$ cat config.mk
export PLATFORM = sky130hd
export DESIGN_NAME = mips_multicycle_ctrl
export DESIGN_NICKNAME = d
export VERILOG_FILES = /design/src/rtl/mips_ctrl_pkg.sv /design/src/rtl/mips_ctrl_decode.sv /design/src/rtl/mips_multicycle_ctrl.sv
export SDC_FILE = /design/constraint.sdc
export NUM_CORES = 1
export LEC_CHECK = 0
export BUFFER_PORTS_ARGS = -buffer_cell sky130_fd_sc_hd__buf_2
export CAP_MARGIN = 10
export CORE_AREA = 5 5 45 47
export DETAILED_ROUTE_END_ITERATION = 7
export DIE_AREA = 0 0 50 52
export PLACE_DENSITY = 0.74
export SYNTH_ARGS = -nofsm -noshare
export SYNTH_HDL_FRONTEND = slang
export SYNTH_SLANG_ARGS = --single-unit
$ cat constraint.sdc
create_clock -name clk -period 1.8 [get_ports clk]
set_input_delay 0.09 -clock clk [delete_from_list [all_inputs] [get_ports clk]]
set_output_delay 0.09 -clock clk [all_outputs]
set_load 0.02 [all_outputs]
$ cat src/rtl/mips_ctrl_pkg.sv
// Shared encodings for the multicycle MIPS main control: states, opcodes,
// ALU/mux select codes and the bundled control-output struct.
package mips_ctrl_pkg;

  typedef enum logic [3:0] {
    S_FETCH    = 4'd0,
    S_DECODE   = 4'd1,
    S_MEM_ADDR = 4'd2,
    S_MEM_RD   = 4'd3,
    S_MEM_WB   = 4'd4,
    S_MEM_WR   = 4'd5,
    S_EXEC     = 4'd6,
    S_R_WB     = 4'd7,
    S_BRANCH   = 4'd8,
    S_JUMP     = 4'd9,
    S_ADDI_EX  = 4'd10,
    S_ADDI_WB  = 4'd11
  } state_e;

  localparam logic [5:0] OP_RTYPE = 6'b000000;
  localparam logic [5:0] OP_LW    = 6'b100011;
  localparam logic [5:0] OP_SW    = 6'b101011;
  localparam logic [5:0] OP_BEQ   = 6'b000100;
  localparam logic [5:0] OP_J     = 6'b000010;
  localparam logic [5:0] OP_ADDI  = 6'b001000;

  localparam logic [1:0] ALU_ADD   = 2'b00;
  localparam logic [1:0] ALU_SUB   = 2'b01;
  localparam logic [1:0] ALU_FUNCT = 2'b10;

  localparam logic [1:0] SRCB_REG    = 2'b00;
  localparam logic [1:0] SRCB_FOUR   = 2'b01;
  localparam logic [1:0] SRCB_IMM    = 2'b10;
  localparam logic [1:0] SRCB_IMM_SH = 2'b11;

  localparam logic [1:0] PCSRC_ALU    = 2'b00;
  localparam logic [1:0] PCSRC_ALUOUT = 2'b01;
  localparam logic [1:0] PCSRC_JUMP   = 2'b10;

  typedef struct packed {
    logic       pc_en;
    logic       i_or_d;
    logic       mem_read;
    logic       mem_write;
    logic       ir_write;
    logic       reg_dst;
    logic       mem_to_reg;
    logic       reg_write;
    logic       alu_src_a;
    logic [1:0] alu_src_b;
    logic [1:0] pc_src;
    logic [1:0] alu_op;
    logic       illegal_op;
  } ctrl_t;

  function automatic logic op_is_legal(input logic [5:0] op);
    return (op == OP_RTYPE) || (op == OP_LW) || (op == OP_SW) ||
           (op == OP_BEQ) || (op == OP_J) || (op == OP_ADDI);
  endfunction

endpackage

$ cat src/rtl/mips_ctrl_decode.sv
// Combinational decode from the current control state to every datapath
// enable and mux select; pc_en folds in the branch zero flag.
module mips_ctrl_decode
  import mips_ctrl_pkg::*;
(
  input  state_e     state_i,
  input  logic [5:0] opcode_i,
  input  logic       zero_i,
  input  logic       mem_ready_i,
  output ctrl_t      ctrl_o
);

  logic pc_write;
  logic pc_write_cond;

  always_comb begin
    ctrl_o        = '0;
    pc_write      = 1'b0;
    pc_write_cond = 1'b0;
    case (state_i)
      S_FETCH: begin
        ctrl_o.mem_read  = 1'b1;
        ctrl_o.alu_src_b = SRCB_FOUR;
        ctrl_o.alu_op    = ALU_ADD;
        ctrl_o.pc_src    = PCSRC_ALU;
        ctrl_o.ir_write  = mem_ready_i;
        pc_write         = mem_ready_i;
      end
      S_DECODE: begin
        // Branch target is computed speculatively into ALUOut here.
        ctrl_o.alu_src_b  = SRCB_IMM_SH;
        ctrl_o.alu_op     = ALU_ADD;
        ctrl_o.illegal_op = !op_is_legal(opcode_i);
      end
      S_MEM_ADDR: begin
        ctrl_o.alu_src_a = 1'b1;
        ctrl_o.alu_src_b = SRCB_IMM;
        ctrl_o.alu_op    = ALU_ADD;
      end
      S_MEM_RD: begin
        ctrl_o.mem_read = 1'b1;
        ctrl_o.i_or_d   = 1'b1;
      end
      S_MEM_WB: begin
        ctrl_o.reg_write  = 1'b1;
        ctrl_o.mem_to_reg = 1'b1;
      end
      S_MEM_WR: begin
        ctrl_o.mem_write = 1'b1;
        ctrl_o.i_or_d    = 1'b1;
      end
      S_EXEC: begin
        ctrl_o.alu_src_a = 1'b1;
        ctrl_o.alu_src_b = SRCB_REG;
        ctrl_o.alu_op    = ALU_FUNCT;
      end
      S_R_WB: begin
        ctrl_o.reg_write = 1'b1;
        ctrl_o.reg_dst   = 1'b1;
      end
      S_BRANCH: begin
        ctrl_o.alu_src_a = 1'b1;
        ctrl_o.alu_src_b = SRCB_REG;
        ctrl_o.alu_op    = ALU_SUB;
        ctrl_o.pc_src    = PCSRC_ALUOUT;
        pc_write_cond    = 1'b1;
      end
      S_JUMP: begin
        ctrl_o.pc_src = PCSRC_JUMP;
        pc_write      = 1'b1;
      end
      S_ADDI_EX: begin
        ctrl_o.alu_src_a = 1'b1;
        ctrl_o.alu_src_b = SRCB_IMM;
        ctrl_o.alu_op    = ALU_ADD;
      end
      S_ADDI_WB: begin
        ctrl_o.reg_write = 1'b1;
      end
      default: ;
    endcase
    ctrl_o.pc_en = pc_write | (pc_write_cond & zero_i);
  end

endmodule

$ cat src/rtl/mips_multicycle_ctrl.sv
// Main control FSM for the multicycle MIPS datapath: state register,
// next-state sequencing with memory-ready stalls, and reset output gating.
module mips_multicycle_ctrl
  import mips_ctrl_pkg::*;
#(
  parameter int OP_W = 6,
  parameter int ST_W = 4
) (
  input  logic            clk,
  input  logic            rst_n,
  input  logic [OP_W-1:0] opcode,
  input  logic            zero,
  input  logic            mem_ready,
  output logic            pc_en,
  output logic            i_or_d,
  output logic            mem_read,
  output logic            mem_write,
  output logic            ir_write,
  output logic            reg_dst,
  output logic            mem_to_reg,
  output logic            reg_write,
  output logic            alu_src_a,
  output logic            alu_src_b_sel1,
  output logic            alu_src_b_sel2,
  output logic            pc_src_sel1,
  output logic            pc_src_sel2,
  output logic [1:0]      alu_op,
  output logic            illegal_op,
  output logic [ST_W-1:0] state
);

  state_e state_q, state_d;
  logic   run_q;
  ctrl_t  ctrl_raw, ctrl;

  // run_q keeps outputs quiet until the first edge after reset release, and
  // drops them asynchronously the moment reset asserts.
  always_ff @(posedge clk or negedge rst_n) begin
    if (!rst_n) begin
      state_q <= S_FETCH;
      run_q   <= 1'b0;
    end else begin
      state_q <= state_d;
      run_q   <= 1'b1;
    end
  end

  always_comb begin
    state_d = state_q;
    if (run_q) begin
      case (state_q)
        S_FETCH:    state_d = mem_ready ? S_DECODE : S_FETCH;
        S_DECODE: begin
          case (opcode)
            OP_RTYPE:     state_d = S_EXEC;
            OP_LW, OP_SW: state_d = S_MEM_ADDR;
            OP_BEQ:       state_d = S_BRANCH;
            OP_J:         state_d = S_JUMP;
            OP_ADDI:      state_d = S_ADDI_EX;
            default:      state_d = S_FETCH;
          endcase
        end
        S_MEM_ADDR: state_d = (opcode == OP_SW) ? S_MEM_WR : S_MEM_RD;
        S_MEM_RD:   state_d = mem_ready ? S_MEM_WB : S_MEM_RD;
        S_MEM_WR:   state_d = mem_ready ? S_FETCH : S_MEM_WR;
        S_EXEC:     state_d = S_R_WB;
        S_BRANCH:   state_d = S_FETCH;
        S_JUMP:     state_d = S_FETCH;
        S_ADDI_EX:  state_d = S_ADDI_WB;
        default:    state_d = S_FETCH;
      endcase
    end
  end

  mips_ctrl_decode u_decode (
    .state_i     (state_q),
    .opcode_i    (opcode),
    .zero_i      (zero),
    .mem_ready_i (mem_ready),
    .ctrl_o      (ctrl_raw)
  );

  assign ctrl = run_q ? ctrl_raw : '0;

  assign pc_en          = ctrl.pc_en;
  assign i_or_d         = ctrl.i_or_d;
  assign mem_read       = ctrl.mem_read;
  assign mem_write      = ctrl.mem_write;
  assign ir_write       = ctrl.ir_write;
  assign reg_dst        = ctrl.reg_dst;
  assign mem_to_reg     = ctrl.mem_to_reg;
  assign reg_write      = ctrl.reg_write;
  assign alu_src_a      = ctrl.alu_src_a;
  assign alu_src_b_sel1 = ctrl.alu_src_b[1];
  assign alu_src_b_sel2 = ctrl.alu_src_b[0];
  assign pc_src_sel1    = ctrl.pc_src[1];
  assign pc_src_sel2    = ctrl.pc_src[0];
  assign alu_op         = ctrl.alu_op;
  assign illegal_op     = ctrl.illegal_op;
  assign state          = ST_W'(state_q);

endmodule

-- Word-level counts from Yosys, hierarchy flattened
Cells that the tools add are included.
- reductions and logical operators: 14
- muxes and demuxes: 21
- bitwise logic cells: 2
- eq/ne operators: 16
- operators by type and width (cell ; count):
    $pmux W4 S7 ; 1
    $pmux W4 S5 ; 1
    $eq A4 B3 Y1 const B ; 4
    $eq A4 B4 Y1 const B ; 4
    $mux W16 ; 1
    $eq A6 B6 Y1 const B ; 2
    $mux W1 ; 11
    $mux W3 ; 3
    $eq A4 B2 Y1 const B ; 2
    $pmux W2 S2 ; 2
    $reduce_or A2 Y1 ; 4
    $eq A6 B2 Y1 const B ; 1
    $eq A6 B3 Y1 const B ; 1
    $eq A6 B4 Y1 const B ; 1
    $logic_not A6 Y1 ; 1
    $pmux W2 S3 ; 1
    $logic_or A1 B1 Y1 ; 5
    $eq A4 B1 Y1 const B ; 1
    $logic_not A4 Y1 ; 1
    $reduce_or A4 Y1 ; 1
    $reduce_or A3 Y1 ; 1
    $pmux W1 S2 ; 1
    $and A1 B1 Y1 ; 1
    $logic_not A1 Y1 ; 1
    $or A1 B1 Y1 ; 1
- flip-flop bits (word level): 5
- logic and storage cells: 55
- output and inout bits: 20
- input port bits: 10

-- Logic depth before layout (Yosys ltp)
Gate-level depths: netlist of run 1.
- depth in word-level cells: 9
- mapped depth: 6
- gate-level depth less buffers: 4

-- Modules after synthesis
Synthesis of run 1 repeated with hierarchy kept, for this count alone.
- cells, all modules: 107
- area, all modules: 767.0 µm²
- by module, submodules not included (module ; cells an instance ; instances ; sequential area each (µm²) ; area each (µm²)):
    mips_multicycle_ctrl ; 71 ; 1 ; 125.1 ; 535.5
    mips_ctrl_decode ; 36 ; 1 ; 0.0 ; 231.5

-- Worst setup path after synthesis of run 1
Ideal clock, no wire load.
- kind: reg-to-output
- start point: register state_q[0] (netlist: state[0])
- end point: output port pc_en
- path slack: -254 ps
- data required time: 1710 ps
- path buffers: 2
- arrival: 1964 ps
- stages on the path, launching flop included: 5
- path through: dfrtp_1 buf_6 buf_2 nor2_1 a2111oi_0
- word-level cells in the longest chain between the ends: 5
- elaborated cells on any way between the ends: 8
- classes of those cells: eq/ne (2); mux (3); bitwise (2); reduce/logical (1)
- RTL lines (item ; line ; RTL):
    start: declaration ; mips_multicycle_ctrl.sv:32 ; state_e state_q, state_d;
    start signal: assignment ; mips_multicycle_ctrl.sv:43 ; state_q <= state_d;
    $eq A4 B4 Y1 ; mips_ctrl_decode.sv:20 ; case (state_i)
    $mux W1 ; mips_ctrl_decode.sv:20 ;
    $and A1 B1 Y1 ; mips_ctrl_decode.sv:82 ; ctrl_o.pc_en = pc_write | (pc_write_cond & zero_i);
    $or A1 B1 Y1 (*) ; mips_ctrl_decode.sv:82 ;
    $mux W16 (*) ; mips_multicycle_ctrl.sv:83 ; assign ctrl = run_q ? ctrl_raw : '0;
    end: declaration ; mips_multicycle_ctrl.sv:14 ; output logic pc_en,
Mark *: on every way between the ends. The rest lies on a longest branch, timed or not.

-- Final worst setup path of run 1
- start point: register state_q[1] (netlist: state[1])
- end point: output port reg_write
- word-level cells in the longest chain between the ends: 4
- elaborated cells on any way between the ends: 6
- classes of those cells: eq/ne (3); mux (2); reduce/logical (1)
- RTL lines (item ; line ; RTL):
    $eq A4 B3 Y1 / $eq A4 B4 Y1 (equally long branches) ; mips_ctrl_decode.sv:20 ;
    $reduce_or A3 Y1 (no source line) (*) ; - ;
    $mux W1 (*) ; mips_ctrl_decode.sv:20 ;
    $mux W16 (*) ; mips_multicycle_ctrl.sv:83 ;
    end: declaration ; mips_multicycle_ctrl.sv:21 ; output logic reg_write,
Marked as above.

==> results.ini, run 1 <==
[critical_path]
crit_path_top_delay_cell = dfrtp_1
crit_family = flip-flops
r2r_end = state[1]
cp_data_required_time_ns = 1.71
worstSetupEndpointType = output pin
cp_max_fo = 7
cp_num_buf_inv = 2
arrival_ns = 1.56
ff2ff_setup_slack_ns = 0.33
r2r_cells = 4
path_class = reg -> out
start_kind = register
crit_end = reg_write
critPathMaxStageDelay_ns = 0.47
path_cells = xnor2_1, inv_1, o22ai_1, and2_1, buf_2
startpoint = state[1]
timing.rr.start = state[0]
cp.depth = 5

[finish]
layout_common_cells = buf_2, nor3_1, nand2_1, nor2_1, nand2b_1
layout_commonest_cell = buf_2
final_cells = 143
diodes = 0
fin_util = 0.5364
nNetsFinal = 137
areaGrowthSynthToFinish_pct = 29.10
drive_gt1_frac = 0.3571

[routing]
drtIter0Drc = 21
vias = 828
first_pass_iters = 4
post_drt_wl_per_cell_um = 13.91
wl_um = 1989
final_antenna_net_count = 0
drc = 0
vias_per_cell = 5.790

[job]
maxCapViolCount = 0

[sta]
setup_viol = 0
period_share = 0.9184
drv_slew = 0
tns_ns = 0
fmax_mhz = 604.9
finClkSkew_ns = 0.01189
rsz0062_at_grt = no
period_needed_ns = 1.653
hold_violations = 0

[clock_network]
cts_root_buf = clkbuf_4
clock-sinks = 5
path_clk_slew_ns = 0.05
cts_buffer_depth = 2
cts_buffers = 3
cts_setup_buffers = 0
clk_latency_ns = 0.25
htree_num_levels = 1
cts_tree = built

[grt]
grt_pass1_vias = 725
grt-ovfl-total = 0
antenna_found_initial = 0
grt.total_usage = 0.1498
grt_pass1_wl_um = 3201
grt_max_degree = 22

[yosys]
synth_top_cell_area_share = 0.1866
ys_warn_count = 0
synthCells = 96
synth_area_leaders = dfrtp_1, nor3_1, nand2b_1
yosys.area.top_type = dfrtp_1
synth-seq-area-share = 0.1866
synth_cell_types = 35
syn-cell-area_sq_um = 670.6
syn_nets = 106
synth-seq-cells = 5
syn_avg_cell_area_sq_um = 6.986

[pwr]
p_clk_frac = 0.119
combPwrFrac = 0.662
seq_power_share = 0.219
power.internal_mw = 0.5304
swShare = 0.5253
power.switching_mw = 0.5869
p_leak_nw = 0.4064
vdd_drop_max_uv = 720.2
p_per_area_nw_per_um2 = 1290

[die]
initial_core_util = 0.4155
ios = 30
fp-row-count = 15
die-area_sq_um = 2600
core_area_sq_um = 1614
die_h_um = 52
die_w_um = 50

[placement]
dpl.cell_count = 138
portBuffers = 29
gp_congestion = 0.8910
dpl.hpwl_um = 1523

[outcome]
outcome = finished clean

[min_path]
hp-class = in -> async

[cells in the mapped netlist]
library cell  instances
a21oi_1               5
xnor2_1               2
o221ai_2              1
a32oi_1               1
dfrtp_1               5
nor4_1                2
buf_2                 6
or3b_2                1
a211oi_2              1
o21ai_0               6
o221a_2               1
a21o_1                1
and3_1                2
o221ai_1              2
a31oi_1               1
nor2_1                8
buf_6                 1
buf_4                 1
inv_1                 4
nor3_1               13
o41ai_1               1
nand2_1               9
o22ai_1               2
xor2_1                1
o211ai_1              1
and4b_1               1
nor2b_1               1
nor3b_1               1
a2111oi_0             1
and2_1                1
and3_4                1
o32a_1                1
nand2b_1              7
conb_1                1
a211oi_1              3
[how the worst min path moves through the flow]
stage / startpoint / endpoint / cells after the start
finish: rst_n / state[1] / 2
detailed placement: rst_n / state[1] / 1
global placement: rst_n / state[3] / 1
CTS: rst_n / state[1] / 2
floorplan: rst_n / run_q / 0
global route: rst_n / state[1] / 2
[cell families (layout without fill, tap and decap cells)]
group           Yosys count  count (layout)  share of synthesized area
compound gates           28              28                     0.3041
xor+xnor                  3               3                    0.03919
buf+inv                  12              42                    0.09515
flops                     5               5                     0.1866
other cells               1               1                   0.005592
simple gates             47              47                     0.3694
[power by group through the flow]
stage / clock (mW) / sequential, mW / combinational [mW]
2_1_floorplan: 0 / 0.201 / 0.585
3_3_place_gp: 0 / 0.236 / 0.727
3_5_place_dp: 0 / 0.240 / 0.733
4_1_cts: 0.136 / 0.237 / 0.737
5_1_grt: 0.146 / 0.252 / 0.809
6_report: 0.133 / 0.245 / 0.739
[final cells by class]
cell class	instances	area, sq um
fillers	165	748.2
multi-input cells	79	490.5
repair buffers	34	185.2
flip-flops and latches	5	127.6
clock buffers	4	26.28
well taps	17	21.27
inverters	4	15.01
[what timing repair did]
action                                 4_1_cts  5_1_grt
setup endpoints to repair                    0        4
gates resized for setup                      0        3
endpoints found under the hold margin        5        0
hold buffers                                 1        0
[per-stage QoR]
step           power, mW  instance area (sq um)  setup WS, ns  hold WS (ns)
6_report           1.117                  865.8        0.1470        0.2063
5_1_grt            1.207                  865.8       0.01978        0.2322
4_1_cts            1.111                  860.8       0.04023        0.1772
3_5_place_dp      0.9723                  824.5        0.2495      -0.09319
3_3_place_gp      0.9632                  824.5        0.2920      -0.09570
2_1_floorplan     0.7867                  676.9        0.1098       -0.2056
[routing by layer]
layer	share of wire	vias up	wire, um	global-route usage
met2	0.48	37	947	0.2636
met3	0.090	0	179	0.04585
met4	0	0	0	0.03057
met5	0	-	0	0
met1	0.43	376	863	0.1765
li1	-	415	-	-
[flip-flops by register name, summed over array words and instances, names as in the netlist]
signal / count
run_q: 1
state: 4
(Power assumes the default switching activity.)
==> run 2, diff against run 1 <==
Settings changed: ABC_AREA set to 1, CORE_AREA 5 5 45 47 to 5 5 43 45, DIE_AREA 0 0 50 52 to 0 0 48 50, PLACE_DENSITY 0.74 to 0.75.
Clock period 1.8 ns to 1.75 ns, I/O delays scaled along.
==> results.ini, run 2 <==
[yosys]
async_reset_ff_frac = 1.000  ; unchanged
synthCells = 111  ; +16%
syn-cell-area_sq_um = 596.8  ; -11%
syn_nets = 121  ; +14%
synth-seq-cells = 5  ; unchanged
synth_most_common_cell = nand2_1
synth-edff-count = 0  ; unchanged
synth_cell_types = 20  ; -43%
synth_top_cell_area_share = 0.2201  ; +0.03356
ys_warn_count = 0  ; unchanged
syn_avg_cell_area_sq_um = 5.377  ; -23%
yosys.area.top_type = nand2_1
synthTopCellsByCount = nand2_1, nor2_1, inv_1
synth_area_leaders = nand2_1, dfrtp_1, nor2_1
synth-seq-area-share = 0.2096  ; +0.02308
synth_top_flop_cell = dfrtp_1

[die]
die_h_um = 50  ; -3.8%
die_w_um = 48  ; -4.0%
initial_core_util = 0.4155  ; about the same
die-area_sq_um = 2400  ; -7.7%
ios = 30  ; unchanged
fp-row-count = 14  ; -1
core_area_sq_um = 1436  ; -11%

[clock_network]
clk_latency_ns = 0.24  ; about the same
path_clk_slew_ns = 0.04  ; about the same
cts_buffers = 3  ; unchanged
cts_tree = built
cts_root_buf = clkbuf_4
htree_num_levels = 1  ; unchanged
clock-sinks = 5  ; unchanged
cts_buffer_depth = 2  ; unchanged

[min_path]
hp-class = in -> async

[finish]
areaGrowthSynthToFinish_pct = 32.91
drive_gt1_frac = 0.3077  ; -0.04945
fill_cells = 164  ; -0.61%
layout_common_cells = nand2_1, buf_2, nor2_1, inv_1, nand3_1
diodes = 0  ; unchanged
stdcell_area_sq_um = 793.3  ; -8.4%
largest_reg_flops = 4  ; unchanged
nNetsFinal = 154  ; +12%
layout_commonest_cell = nand2_1

[critical_path]
critPathMaxStageDelay_ns = 0.44  ; -0.03 ns
worstSetupEndpointType = output pin
path_class = reg -> out
start_kind = register
timing.rr.start = state[2]
r2r_end = state[2]
cp_data_required_time_ns = 1.66  ; -0.05 ns
arrival_ns = 1.49  ; -0.07 ns
cp_num_buf_inv = 2  ; unchanged
crit_end = illegal_op
r2r_cells = 7  ; +3
ff2ff_setup_slack_ns = 0.46  ; +0.13 ns
crit_path_top_delay_cell = dfrtp_1
path_cells = inv_2, nand2_4, nor2_4, nand2_2, nor4_2, buf_4
cp.depth = 6  ; +1
crit_family = simple AND/OR/NAND/NOR gates
startpoint = state[2]
cp_max_fo = 5  ; -2

[sta]
finClkSkew_ns = 0.003034  ; -0.008859 ns
hold_violations = 0  ; unchanged
tns_ns = 0  ; unchanged
rsz0062_at_grt = no
drv_slew = 0  ; unchanged
period_share = 0.9042
setup_viol = 0  ; unchanged
fmax_mhz = 632.0
period_needed_ns = 1.582

[routing]
wl_met2_um = 842  ; -11%
vias_per_cell = 4.887  ; -16%
final_antenna_net_count = 0  ; unchanged
highest_layer = met4
post_drt_wl_per_cell_um = 10.36  ; -25%
wl_um = 1648  ; -17%
first_pass_iters = 4  ; unchanged
vias = 777  ; -6.2%
met1_length_um = 648  ; -25%
drtIter0Drc = 26  ; +24%
drc = 0  ; unchanged
dr_wl_met3_um = 143  ; -20%

[grt]
grt_pass1_wl_um = 2601  ; -19%
grt_pass1_vias = 676  ; -6.8%
grt.total_usage = 0.1495  ; -0.0002804
grt-ovfl-total = 0  ; unchanged
antenna_found_initial = 0  ; unchanged
grt_max_degree = 16  ; -27%

[job]
maxCapViolCount = 0  ; unchanged

[placement]
dpl_cell_area_sq_um = 752.0  ; -8.8%
portBuffers = 29  ; unchanged
gp_congestion = 0.8332  ; -6.5%
dpl.hpwl_um = 1400  ; -8.1%

[pwr]
p_leak_nw = 0.5012  ; +23%
vdd_drop_max_uv = 623.0  ; -13%
p_per_area_nw_per_um2 = 1095  ; -15%

[outcome]
outcome = finished clean

==> run 2: stage by stage <==
step / hold slack (ns) / utilization / power (mW) / instances / setup slack, ns
finish: 0.1994 / 0.5523 / 0.8688 / 159 / 0.1676
global route: 0.2014 / 0.5523 / 0.9518 / 159 / 0.01001
CTS: 0.1695 / 0.5488 / 0.8668 / 159 / 0.1241
detailed placement: -0.09600 / 0.5235 / 0.7254 / 154 / 0.3898
global placement: -0.09832 / 0.5235 / 0.7242 / 154 / 0.4033
floorplan: -0.2081 / - / 0.5675 / 111 / 0.2443
==> run 2: power by group <==
group          internal [mW]  switching [mW]  total [mW]
clock                 0.0861          0.0465       0.133
sequential             0.146          0.0540       0.201
combinational          0.178           0.358       0.536
==> run 2: worst register-to-register path, cell delays in order, from the launching register on <==
cell,delay (ns)
dfrtp_1,0.44
inv_2,0.13
nand2_4,0.08
nor2_1,0.19
nand3_1,0.11
nand2_1,0.08
o21ai_0,0.11
nand2_1,0.09
==> run 2: what timing repair did <==
action                                  4_1_cts  5_1_grt
gates resized for setup                       0        3
buffers inserted                              0        0
endpoints found under the setup margin        0        2
hold buffers                                  1        0
hold endpoints to repair                      5        0
==> run 2: kinds of logic after synthesis <==
logic type / synth area share
flip-flops: 0.2096
other: 0.006283
AO/OA/AOI/OAI: 0.08175
buffers and inverters: 0.1237
AND/OR/NAND/NOR: 0.5786
==> run 2: area by class of cell <==
cell class / count / area (sq um) / share of cell area
multi-input combinational: 87 / 397.9 / 0.5016
timing repair buffer: 30 / 157.7 / 0.1987
sequential: 5 / 127.6 / 0.1609
inverter: 17 / 63.81 / 0.08044
clock buffer: 4 / 26.28 / 0.03312
tap: 16 / 20.02 / 0.02524
==> run 2: how the worst min path moves through the flow <==
stage,end,depth (start not counted)
2_1_floorplan,run_q,0
3_3_place_gp,state[2],1
3_5_place_dp,state[2],1
4_1_cts,state[2],2
5_1_grt,state[2],2
6_report,state[2],2
==> run 2: routing by layer <==
| metal | GRT usage | vias to the layer above |
|---|---|---|
| met1 | 0.1812 | 341 |
| met2 | 0.2467 | 31 |
| met5 | 0 | - |
| met3 | 0.01091 | 2 |
| li1 | - | 403 |
| met4 | 0.08072 | 0 |
